### config.mk
export PLATFORM = sky130hd
export DESIGN_NAME = realtanksoc_busmtx_slave_arbiter_flat
export DESIGN_NICKNAME = d
export VERILOG_FILES = /design/src/rtl/realtanksoc_busmtx_slave_arbiter_pkg.sv /design/src/rtl/realtanksoc_busmtx_slave_arbiter_if.sv /design/src/rtl/realtanksoc_rr_pick.sv /design/src/rtl/realtanksoc_busmtx_slave_arbiter.sv /design/src/flat_wrapper.sv
export SDC_FILE = /design/constraint.sdc
export NUM_CORES = 1
export LEC_CHECK = 0
export ABC_AREA = 1
export CAP_MARGIN = 20
export CORE_AREA = 2 2 39 41
export DETAILED_ROUTE_END_ITERATION = 6
export DIE_AREA = 0 0 41 43
export PLACE_DENSITY = 0.57
export SLEW_MARGIN = 25
export SYNTH_ARGS = -nofsm -noshare
export SYNTH_HDL_FRONTEND = slang
export SYNTH_SLANG_ARGS = --single-unit
export TNS_END_PERCENT = 30
### constraint.sdc
create_clock -name HCLK -period 1 [get_ports HCLK]
set_input_delay 0.2 -clock HCLK [delete_from_list [all_inputs] [get_ports HCLK]]
set_output_delay 0.2 -clock HCLK [all_outputs]
set_load 0.01 [all_outputs]
### src/rtl/realtanksoc_busmtx_slave_arbiter_pkg.sv
// Shared AHB bus-matrix encodings (HTRANS/HRESP) and small decode helpers,
// common to the slave-port arbiters and the default slave.
package realtanksoc_busmtx_slave_arbiter_pkg;

   localparam int MST_IDX_W = 2;

   typedef enum logic [1:0] {
      HTRANS_IDLE   = 2'b00,
      HTRANS_BUSY   = 2'b01,
      HTRANS_NONSEQ = 2'b10,
      HTRANS_SEQ    = 2'b11
   } htrans_t;

   typedef enum logic [1:0] {
      HRESP_OKAY  = 2'b00,
      HRESP_ERROR = 2'b01,
      HRESP_RETRY = 2'b10,
      HRESP_SPLIT = 2'b11
   } hresp_t;

   // NONSEQ/SEQ carry a data phase; IDLE/BUSY do not.
   function automatic logic trans_has_data(input htrans_t t);
      return t[1];
   endfunction

   // SEQ/BUSY mean the owner is mid-burst and must keep the address phase.
   function automatic logic trans_in_burst(input htrans_t t);
      return (t == HTRANS_SEQ) || (t == HTRANS_BUSY);
   endfunction

endpackage

### src/rtl/realtanksoc_busmtx_slave_arbiter_if.sv
// Request/grant bundle between the master input stages and one slave-port arbiter.
interface realtanksoc_busmtx_slave_arbiter_if
   import realtanksoc_busmtx_slave_arbiter_pkg::*;
#(
   parameter int NUM_MST = 2,
   parameter int MST_W   = 2
);
   logic [NUM_MST-1:0] REQ;
   logic [NUM_MST-1:0] LOCK;
   htrans_t            HTRANS_SEL;
   logic               HREADYM;
   logic [NUM_MST-1:0] ADDR_GNT;
   logic               ADDR_ACTIVE;
   logic [MST_W-1:0]   ADDR_MST;
   logic [NUM_MST-1:0] DATA_GNT;
   logic               DATA_ACTIVE;

   // Arbiter side.
   modport slave (
      input  REQ, LOCK, HTRANS_SEL, HREADYM,
      output ADDR_GNT, ADDR_ACTIVE, ADDR_MST, DATA_GNT, DATA_ACTIVE
   );

   // Requesting input-stage side.
   modport master (
      output REQ, LOCK, HTRANS_SEL, HREADYM,
      input  ADDR_GNT, ADDR_ACTIVE, ADDR_MST, DATA_GNT, DATA_ACTIVE
   );
endinterface

### src/rtl/realtanksoc_rr_pick.sv
// Combinational round-robin pick: first set request after ptr, wrapping modulo NUM_MST.
module realtanksoc_rr_pick #(
   parameter int NUM_MST = 2,
   parameter int MST_W   = 2
) (
   input  logic [NUM_MST-1:0] req,
   input  logic [MST_W-1:0]   ptr,
   output logic [NUM_MST-1:0] gnt,
   output logic [MST_W-1:0]   idx,
   output logic               found
);
   localparam int PAD_W = 1 << MST_W;

   logic [PAD_W-1:0] req_pad;
   logic [MST_W-1:0] cand;

   assign req_pad = PAD_W'(req);

   always_comb begin
      // NOTE: every variable gets a default before any branch, so no latch is inferred.
      found = 1'b0;
      idx   = '0;
      cand  = '0;
      for (int k = 1; k <= NUM_MST; k++) begin
         cand = MST_W'((int'(ptr) + k) % NUM_MST);
         if (!found && req_pad[cand]) begin
            found = 1'b1;
            idx   = cand;
         end
      end
      gnt = found ? (NUM_MST'(1) << idx) : '0;
   end
endmodule

### src/rtl/realtanksoc_busmtx_slave_arbiter.sv
// Slave-port arbiter: round-robin address-phase ownership with burst/lock hold,
// plus the data-phase owner that steers the slave response back.
module realtanksoc_busmtx_slave_arbiter
   import realtanksoc_busmtx_slave_arbiter_pkg::*;
#(
   parameter int NUM_MST = 2,
   parameter int MST_W   = 2
) (
   input logic HCLK,
   input logic HRESETn,
   realtanksoc_busmtx_slave_arbiter_if.slave bus
);
   logic [NUM_MST-1:0] addr_gnt_q, addr_gnt_d;
   logic [MST_W-1:0]   addr_mst_q, addr_mst_d;
   logic [NUM_MST-1:0] data_gnt_q, data_gnt_d;
   logic [MST_W-1:0]   ptr_q, ptr_d;
   logic               locked_q, locked_d;

   logic [NUM_MST-1:0] pick_gnt;
   logic [MST_W-1:0]   pick_idx;
   logic               pick_found;
   logic               owner_req, owner_lock, lock_hold, hold;

   realtanksoc_rr_pick #(.NUM_MST(NUM_MST), .MST_W(MST_W)) u_pick (
      .req   (bus.REQ),
      .ptr   (ptr_q),
      .gnt   (pick_gnt),
      .idx   (pick_idx),
      .found (pick_found)
   );

   assign owner_req  = |(bus.REQ  & addr_gnt_q);
   assign owner_lock = |(bus.LOCK & addr_gnt_q);
   // The locked flag carries a locked sequence across IDLE gaps where REQ drops,
   // but it never outlives the owner's LOCK.
   assign lock_hold  = owner_lock & (owner_req | locked_q);
   assign hold       = (|addr_gnt_q) & (trans_in_burst(bus.HTRANS_SEL) | lock_hold);

   always_comb begin
      addr_gnt_d = addr_gnt_q;
      addr_mst_d = addr_mst_q;
      ptr_d      = ptr_q;
      locked_d   = lock_hold;
      if (!hold) begin
         addr_gnt_d = pick_gnt;
         locked_d   = |(bus.LOCK & bus.REQ & pick_gnt);
         if (pick_found) begin
            addr_mst_d = pick_idx;
            ptr_d      = pick_idx;
         end
      end
      data_gnt_d = trans_has_data(bus.HTRANS_SEL) ? addr_gnt_q : '0;
   end

   // HREADYM low is a wait state: both phases stretch, so nothing moves.
   always_ff @(posedge HCLK or negedge HRESETn) begin
      if (!HRESETn) begin
         // NOTE: sequential state uses non-blocking assignments only.
         addr_gnt_q <= '0;
         addr_mst_q <= '0;
         data_gnt_q <= '0;
         ptr_q      <= MST_W'(NUM_MST - 1);
         locked_q   <= 1'b0;
      end else if (bus.HREADYM) begin
         addr_gnt_q <= addr_gnt_d;
         addr_mst_q <= addr_mst_d;
         data_gnt_q <= data_gnt_d;
         ptr_q      <= ptr_d;
         locked_q   <= locked_d;
      end
   end

   assign bus.ADDR_GNT    = addr_gnt_q;
   assign bus.ADDR_ACTIVE = |addr_gnt_q;
   assign bus.ADDR_MST    = addr_mst_q;
   assign bus.DATA_GNT    = data_gnt_q;
   assign bus.DATA_ACTIVE = |data_gnt_q;
endmodule

### src/flat_wrapper.sv
// flat-port wrapper written by rule: the top's interface ports become plain ports
module realtanksoc_busmtx_slave_arbiter_flat import realtanksoc_busmtx_slave_arbiter_pkg::*;
#(
   parameter int NUM_MST = 2,
   parameter int MST_W   = 2
)
  (HCLK, HRESETn, bus_REQ, bus_LOCK, bus_HTRANS_SEL, bus_HREADYM, bus_ADDR_GNT, bus_ADDR_ACTIVE, bus_ADDR_MST, bus_DATA_GNT, bus_DATA_ACTIVE);
  realtanksoc_busmtx_slave_arbiter_if #(.NUM_MST(NUM_MST), .MST_W(MST_W)) bus_i ();
  input logic HCLK;
  input logic HRESETn;
  input wire logic [$bits(bus_i.REQ)-1:0] bus_REQ;
  input wire logic [$bits(bus_i.LOCK)-1:0] bus_LOCK;
  input wire logic [$bits(bus_i.HTRANS_SEL)-1:0] bus_HTRANS_SEL;
  input wire logic [$bits(bus_i.HREADYM)-1:0] bus_HREADYM;
  output wire logic [$bits(bus_i.ADDR_GNT)-1:0] bus_ADDR_GNT;
  output wire logic [$bits(bus_i.ADDR_ACTIVE)-1:0] bus_ADDR_ACTIVE;
  output wire logic [$bits(bus_i.ADDR_MST)-1:0] bus_ADDR_MST;
  output wire logic [$bits(bus_i.DATA_GNT)-1:0] bus_DATA_GNT;
  output wire logic [$bits(bus_i.DATA_ACTIVE)-1:0] bus_DATA_ACTIVE;
  assign bus_i.REQ = bus_REQ;
  assign bus_i.LOCK = bus_LOCK;
  assign bus_i.HTRANS_SEL = bus_HTRANS_SEL;
  assign bus_i.HREADYM = bus_HREADYM;
  assign bus_ADDR_GNT = bus_i.ADDR_GNT;
  assign bus_ADDR_ACTIVE = bus_i.ADDR_ACTIVE;
  assign bus_ADDR_MST = bus_i.ADDR_MST;
  assign bus_DATA_GNT = bus_i.DATA_GNT;
  assign bus_DATA_ACTIVE = bus_i.DATA_ACTIVE;
  realtanksoc_busmtx_slave_arbiter #(.NUM_MST(NUM_MST), .MST_W(MST_W)) u_core (.HCLK(HCLK), .HRESETn(HRESETn), .bus(bus_i));
endmodule
**Word level (Yosys, flattened, before mapping)**

Index checks and enable logic that the tools add are counted.
W data, S select, Z words.

- Flip-flop bits (word level): 8
- Memory bits (read-only): 0
- Bits of input ports: 9
- Bits in writable memories: 0
- Bits in latches: 0
- Word-level logic and storage cells: 44
- Output and inout port bits: 8
- Memories: 0

- Reductions and logical operators: 10
- $lt $le $gt $ge: 2
- Bitwise logic cells: 11
- Add/sub/neg operators: 2
- Mux-type cells: 11
- Multipliers: 0
- Divide/modulo/power cells: 0
- Shifts and indexed selects: 1
- Equal/unequal tests: 2

Operators with widths:

| kind | number |
|---|---|
| $reduce_or A2 Y1 | 5 |
| $and A2 B2 Y2 | 4 |
| $mux W2 | 4 |
| $lt A2 B3 Y1 const B | 2 |
| $mux W1 | 5 |
| $bmux W1 S2 | 2 |
| $reduce_and A3 Y1 | 1 |
| $add A1 B1 Y1 const B | 2 |
| $and A1 B1 Y1 | 2 |
| $and A1 B1 Y1 const A | 2 |
| $eq A2 B1 Y1 const B | 1 |
| $eq A2 B2 Y1 const B | 1 |
| $or A1 B1 Y1 | 2 |
| $reduce_and A2 Y1 | 1 |
| $shl A1 B2 Y2 const A | 1 |
| $logic_and A1 B1 Y1 | 1 |
| $logic_not A1 Y1 | 1 |
| $logic_or A1 B1 Y1 | 1 |
| $not A1 Y1 | 1 |

**Longest topological paths before layout**

- Word-level depth: 13
- Depth in mapped cells: 6

**By module**

A second synthesis with hierarchy kept.

- Cell total of the unflattened synthesis: 62
- Area total of the unflattened synthesis: 470.5 um2

Modules (own cells, without submodules):

| module | seq. area each (um2) | times used | area each (um2) | cells an instance |
|---|---|---|---|---|
| realtanksoc_busmtx_slave_arbiter | 201.4 | 1 | 429.2 | 53 |
| realtanksoc_rr_pick | 0.0 | 1 | 41.3 | 9 |

**Least setup slack after synthesis**

OpenSTA, ideal clock, no wires.

- Path kind: register to register
- Start point: register u_core.addr_gnt_q[0] (netlist: u_core.bus.ADDR_GNT[0])
- End point: register u_core.addr_mst_q[0] (netlist: u_core.bus.ADDR_MST[0])
- Setup slack: -127 ps
- Stages on the path, launching flop included: 6
- Data arrival time: 1008 ps
- Setup time: 119 ps
- Path through: dfrtp_1 -> or2_4 -> nand2_4 -> nand4_1 -> nand2_1 -> nand2_1

RTL lines:

| element | line | source |
|---|---|---|
| start: declaration | realtanksoc_busmtx_slave_arbiter.sv:13 | `logic [NUM_MST-1:0] addr_gnt_q, addr_gnt_d;` |
| start signal: assignment | realtanksoc_busmtx_slave_arbiter.sv:65 | `addr_gnt_q <= addr_gnt_d;` |
| $reduce_or A2 Y1 | -- |  |
| via bus_ADDR_ACTIVE | flat_wrapper.sv:16 | `output wire logic [$bits(bus_i.ADDR_ACTIVE)-1:0] bus_ADDR_ACTIVE;` |
| $and A1 B1 Y1 | realtanksoc_busmtx_slave_arbiter.sv:37 | `assign hold = (\|addr_gnt_q) & (trans_in_burst(bus.HTRANS_SEL) \| lock_hold);` |
| $not A1 Y1 (no line) | -- |  |
| $reduce_and A3 Y1 (no line) | -- |  |
| end signal: assignment | realtanksoc_busmtx_slave_arbiter.sv:66 | `addr_mst_q <= addr_mst_d;` |
| end: declaration | realtanksoc_busmtx_slave_arbiter.sv:14 | `logic [MST_W-1:0] addr_mst_q, addr_mst_d;` |

The timed path passes the listed nets, and every way through them passes these cells.
A chain may end at the register's enable or synchronous reset.

**Final worst setup path**

- Start point: register u_core.addr_gnt_q[0] (netlist: u_core.bus.ADDR_GNT[0])
- End point: output port bus_ADDR_ACTIVE

- Cells in the longest elaborated chain, start to end: 1

Ends and longest elaborated chain:

| element | line | source |
|---|---|---|
| $reduce_or A2 Y1 | realtanksoc_busmtx_slave_arbiter.sv:74 | `assign bus.ADDR_ACTIVE = \|addr_gnt_q;` |
| end: declaration | flat_wrapper.sv:16 |  |

No other way between the ends.

==> flow_summary.toml <==
[floorplan]
fp-row-count = 14
core_area_um2 = 1380
dieArea_um2 = 1760
die_width_um = 41
initial_core_util = 0.275
die_y_um = 43
io_pins = 17

[sta]
worst_slack_ns = -0.223
min_period_ns = 1.22
period_share = 1.22
hold_violations = 0
fmax_ghz = 0.817
setup-violations-final = 9
rsz0062_at_grt = "true"
fin_hold_ws_ns = 0.203
clock_skew_ns = 0.00409
slew_viol_final = 0

[synthesis]
synth-seq-cells = 7
yosysMostFrequentCell = "nand2_1"
netlist_instances = 50
yosysTopAreaCellShare = 0.395
synth_cell_types = 17
synth_edf_count = 0
synth_area_um2 = 380
ys_top_cells_by_area = "dfrtp_1, nand2_1, dfstp_2"
syn_nets = 59
synth_area_per_cell_um2 = 7.61
seq_area_frac_synth = 0.464
synth_commonest_cells = "nand2_1, dfrtp_1, inv_1, nand3_1, o21ai_0"
ys.flop_type = "dfrtp_1"
yosys.area.top_type = "dfrtp_1"
ys_async_sr_fraction = 1.00
synth_warnings = 0

[critical_path]
crit_required_ns = 0.80
critPathBufInv = 1
arrival_ns = 1.02
crit_path_end_kind = "output pin"
crit_chain = "or2_4, buf_6"
crit_type = "reg -> out"
path_max_fanout = 2
crit_family = "flip-flops"
start_kind = "flip-flop"
cpPeakStageDelay_ns = 0.39
crit_slowest_cell = "dfrtp_2"

[layout]
fin_cells = 92
drive_gt1_frac = 0.434
syn2layout_area_growth_pct = 72.7
stdcell_area_um2 = 657
nFillCells = 143
diodes = 0
nNetsFinal = 86

[global_routing]
grt_usage = 0.135
overflow = 0
grt_pass1_vias = 354
grt_pass1_wl_mm = 1.47
grt_start_max_net_pins = 8
antenna_found_initial = 0

[placed_design]
io_buffers = 15
place_inst = 87
dp_hpwl_um = 734
place_area_um2 = 598
place_congestion = 0.868

[clock_network]
cts_buffers = 3
clk_path_buf_depth = 2
cts-hold-fix-buffers = 0
clkTransAtPathRegs_ns = 0.05
cts_htree_levels = 1
worstSkewPairLatency_ns = 0.25
cts_root_buffer = "clkbuf_4"
cts_tree = "done"
clock_sinks = 7

[power_and_ir_drop]
cellLeakagePower_nw = 0.332
irDropWorstVdd_mv = 1.13
p_per_area_nw_per_um2 = 2650

[status]
status = "complete, but fails checks"
violations = "setup timing"

[detailed_routing]
post_drt_wl_per_cell_um = 10.8
drtIter0Drc = 5
remaining_drc_errors = 0
via_per_inst = 4.51
drt_pass1_iterations = 4
dr_total_vias = 415
ant_nets = 0
totalWireLength_um = 993

[job]
drv_cap = 0

[worst_hold_path]
hp-class = "in -> async"
[cell type report]
type | count | area [um^2] | area share
clock buffer | 4 | 26.3 | 0.0400
inverter | 5 | 18.8 | 0.0286
timing repair buffer | 23 | 195 | 0.297
tap | 16 | 20.0 | 0.0305
sequential | 7 | 179 | 0.272
multi-input combinational | 37 | 218 | 0.331
[where the power goes]
group          internal, mW  switching [mW]  leakage [nW]
clock                 0.152           0.101        0.0150
combinational         0.517           0.489         0.233
sequential            0.418          0.0612        0.0833
[worst paths after layout]
| path | startpoint | endpoint | slack, ns | depth (start not counted) |
|---|---|---|---|---|
| min reg2reg | u_core.ptr_q[0]$_DFFE_PN1P_ | u_core.ptr_q[0]$_DFFE_PN1P_ | 0.47 | 2 |
| max in group asynchronous | HRESETn | u_core.ptr_q[0]$_DFFE_PN1P_ | 0.51 | 1 |
| min | HRESETn | u_core.bus.DATA_GNT[1]$_DFFE_PN0P_ | 0.20 | 1 |
| max reg2reg | u_core.bus.ADDR_GNT[0]$_DFFE_PN0P_ | u_core.bus.ADDR_MST[0]$_DFFE_PN0P_ | -0.20 | 6 |
| min in group HCLK | u_core.ptr_q[0]$_DFFE_PN1P_ | u_core.ptr_q[0]$_DFFE_PN1P_ | 0.47 | 2 |
| max | u_core.bus.ADDR_GNT[0]$_DFFE_PN0P_ | bus_ADDR_ACTIVE | -0.22 | 2 |
[layout by cell type, fill, tap and decap left out]
| cell type | n |
|---|---|
| a21boi_2 | 1 |
| a21oi_1 | 1 |
| buf_2 | 5 |
| buf_4 | 6 |
| buf_6 | 4 |
| clkbuf_1 | 1 |
| clkbuf_4 | 3 |
| clkdlybuf4s50_1 | 8 |
| conb_1 | 1 |
| dfrtp_1 | 4 |
| dfrtp_2 | 2 |
| dfstp_2 | 1 |
| inv_1 | 4 |
| inv_2 | 1 |
| nand2_1 | 16 |
| nand2_2 | 4 |
| nand2_8 | 1 |
| nand3_1 | 3 |
| nand3_2 | 2 |
| nand3_4 | 1 |
| nand4_1 | 1 |
| nor2_1 | 1 |
| o21ai_0 | 2 |
| o21ai_1 | 1 |
| or2_2 | 1 |
| or2_4 | 1 |
[repair_timing]
action,CTS,global route
pin swaps,4,6
endpoints found under the hold margin,0,0
setup buffers,1,0
endpoints found under the setup margin,12,10
resized for setup,30,12
gates cloned,0,0
[flip-flops by register name, summed over array words and instances, names as in the netlist]
signal / cells
u_core.ptr_q: 1
u_core.locked_q: 1
u_core.bus.ADDR_GNT: 2
u_core.bus.DATA_GNT: 2
u_core.bus.ADDR_MST: 1
[kinds of logic (layout without fill, tap and decap cells)]
family,Yosys count,count (layout),synth area share
other cells,1,1,0.00986
flops,7,7,0.464
simple gates,31,31,0.385
buf+inv,6,32,0.0691
compound gates,5,5,0.0724
[routing by layer]
| layer | global-route usage | vias up | share of wire | routed length (um) |
|---|---|---|---|---|
| met1 | 0.149 | 190 | 0.40 | 401 |
| met3 | 0.0995 | 4 | 0.087 | 86 |
| met2 | 0.169 | 12 | 0.48 | 480 |
| li1 | - | 209 | - | - |
| met5 | 0 | - | 0 | 0 |
| met4 | 0.100 | 0 | 0.024 | 24 |
[per-stage QoR]
step / power, mW / setup WS (ns) / TNS (ns) / util
finish: 1.74 / -0.223 / -1.32 / 0.475
global route: 1.86 / -0.264 / -1.75 / 0.475
global placement: 1.38 / -0.304 / -2.61 / 0.432
detailed placement: 1.37 / -0.309 / -2.66 / 0.432
CTS: 1.64 / -0.228 / -1.54 / 0.448
floorplan: 0.872 / -0.108 / -0.418 / -
(Power assumes the default switching activity.)
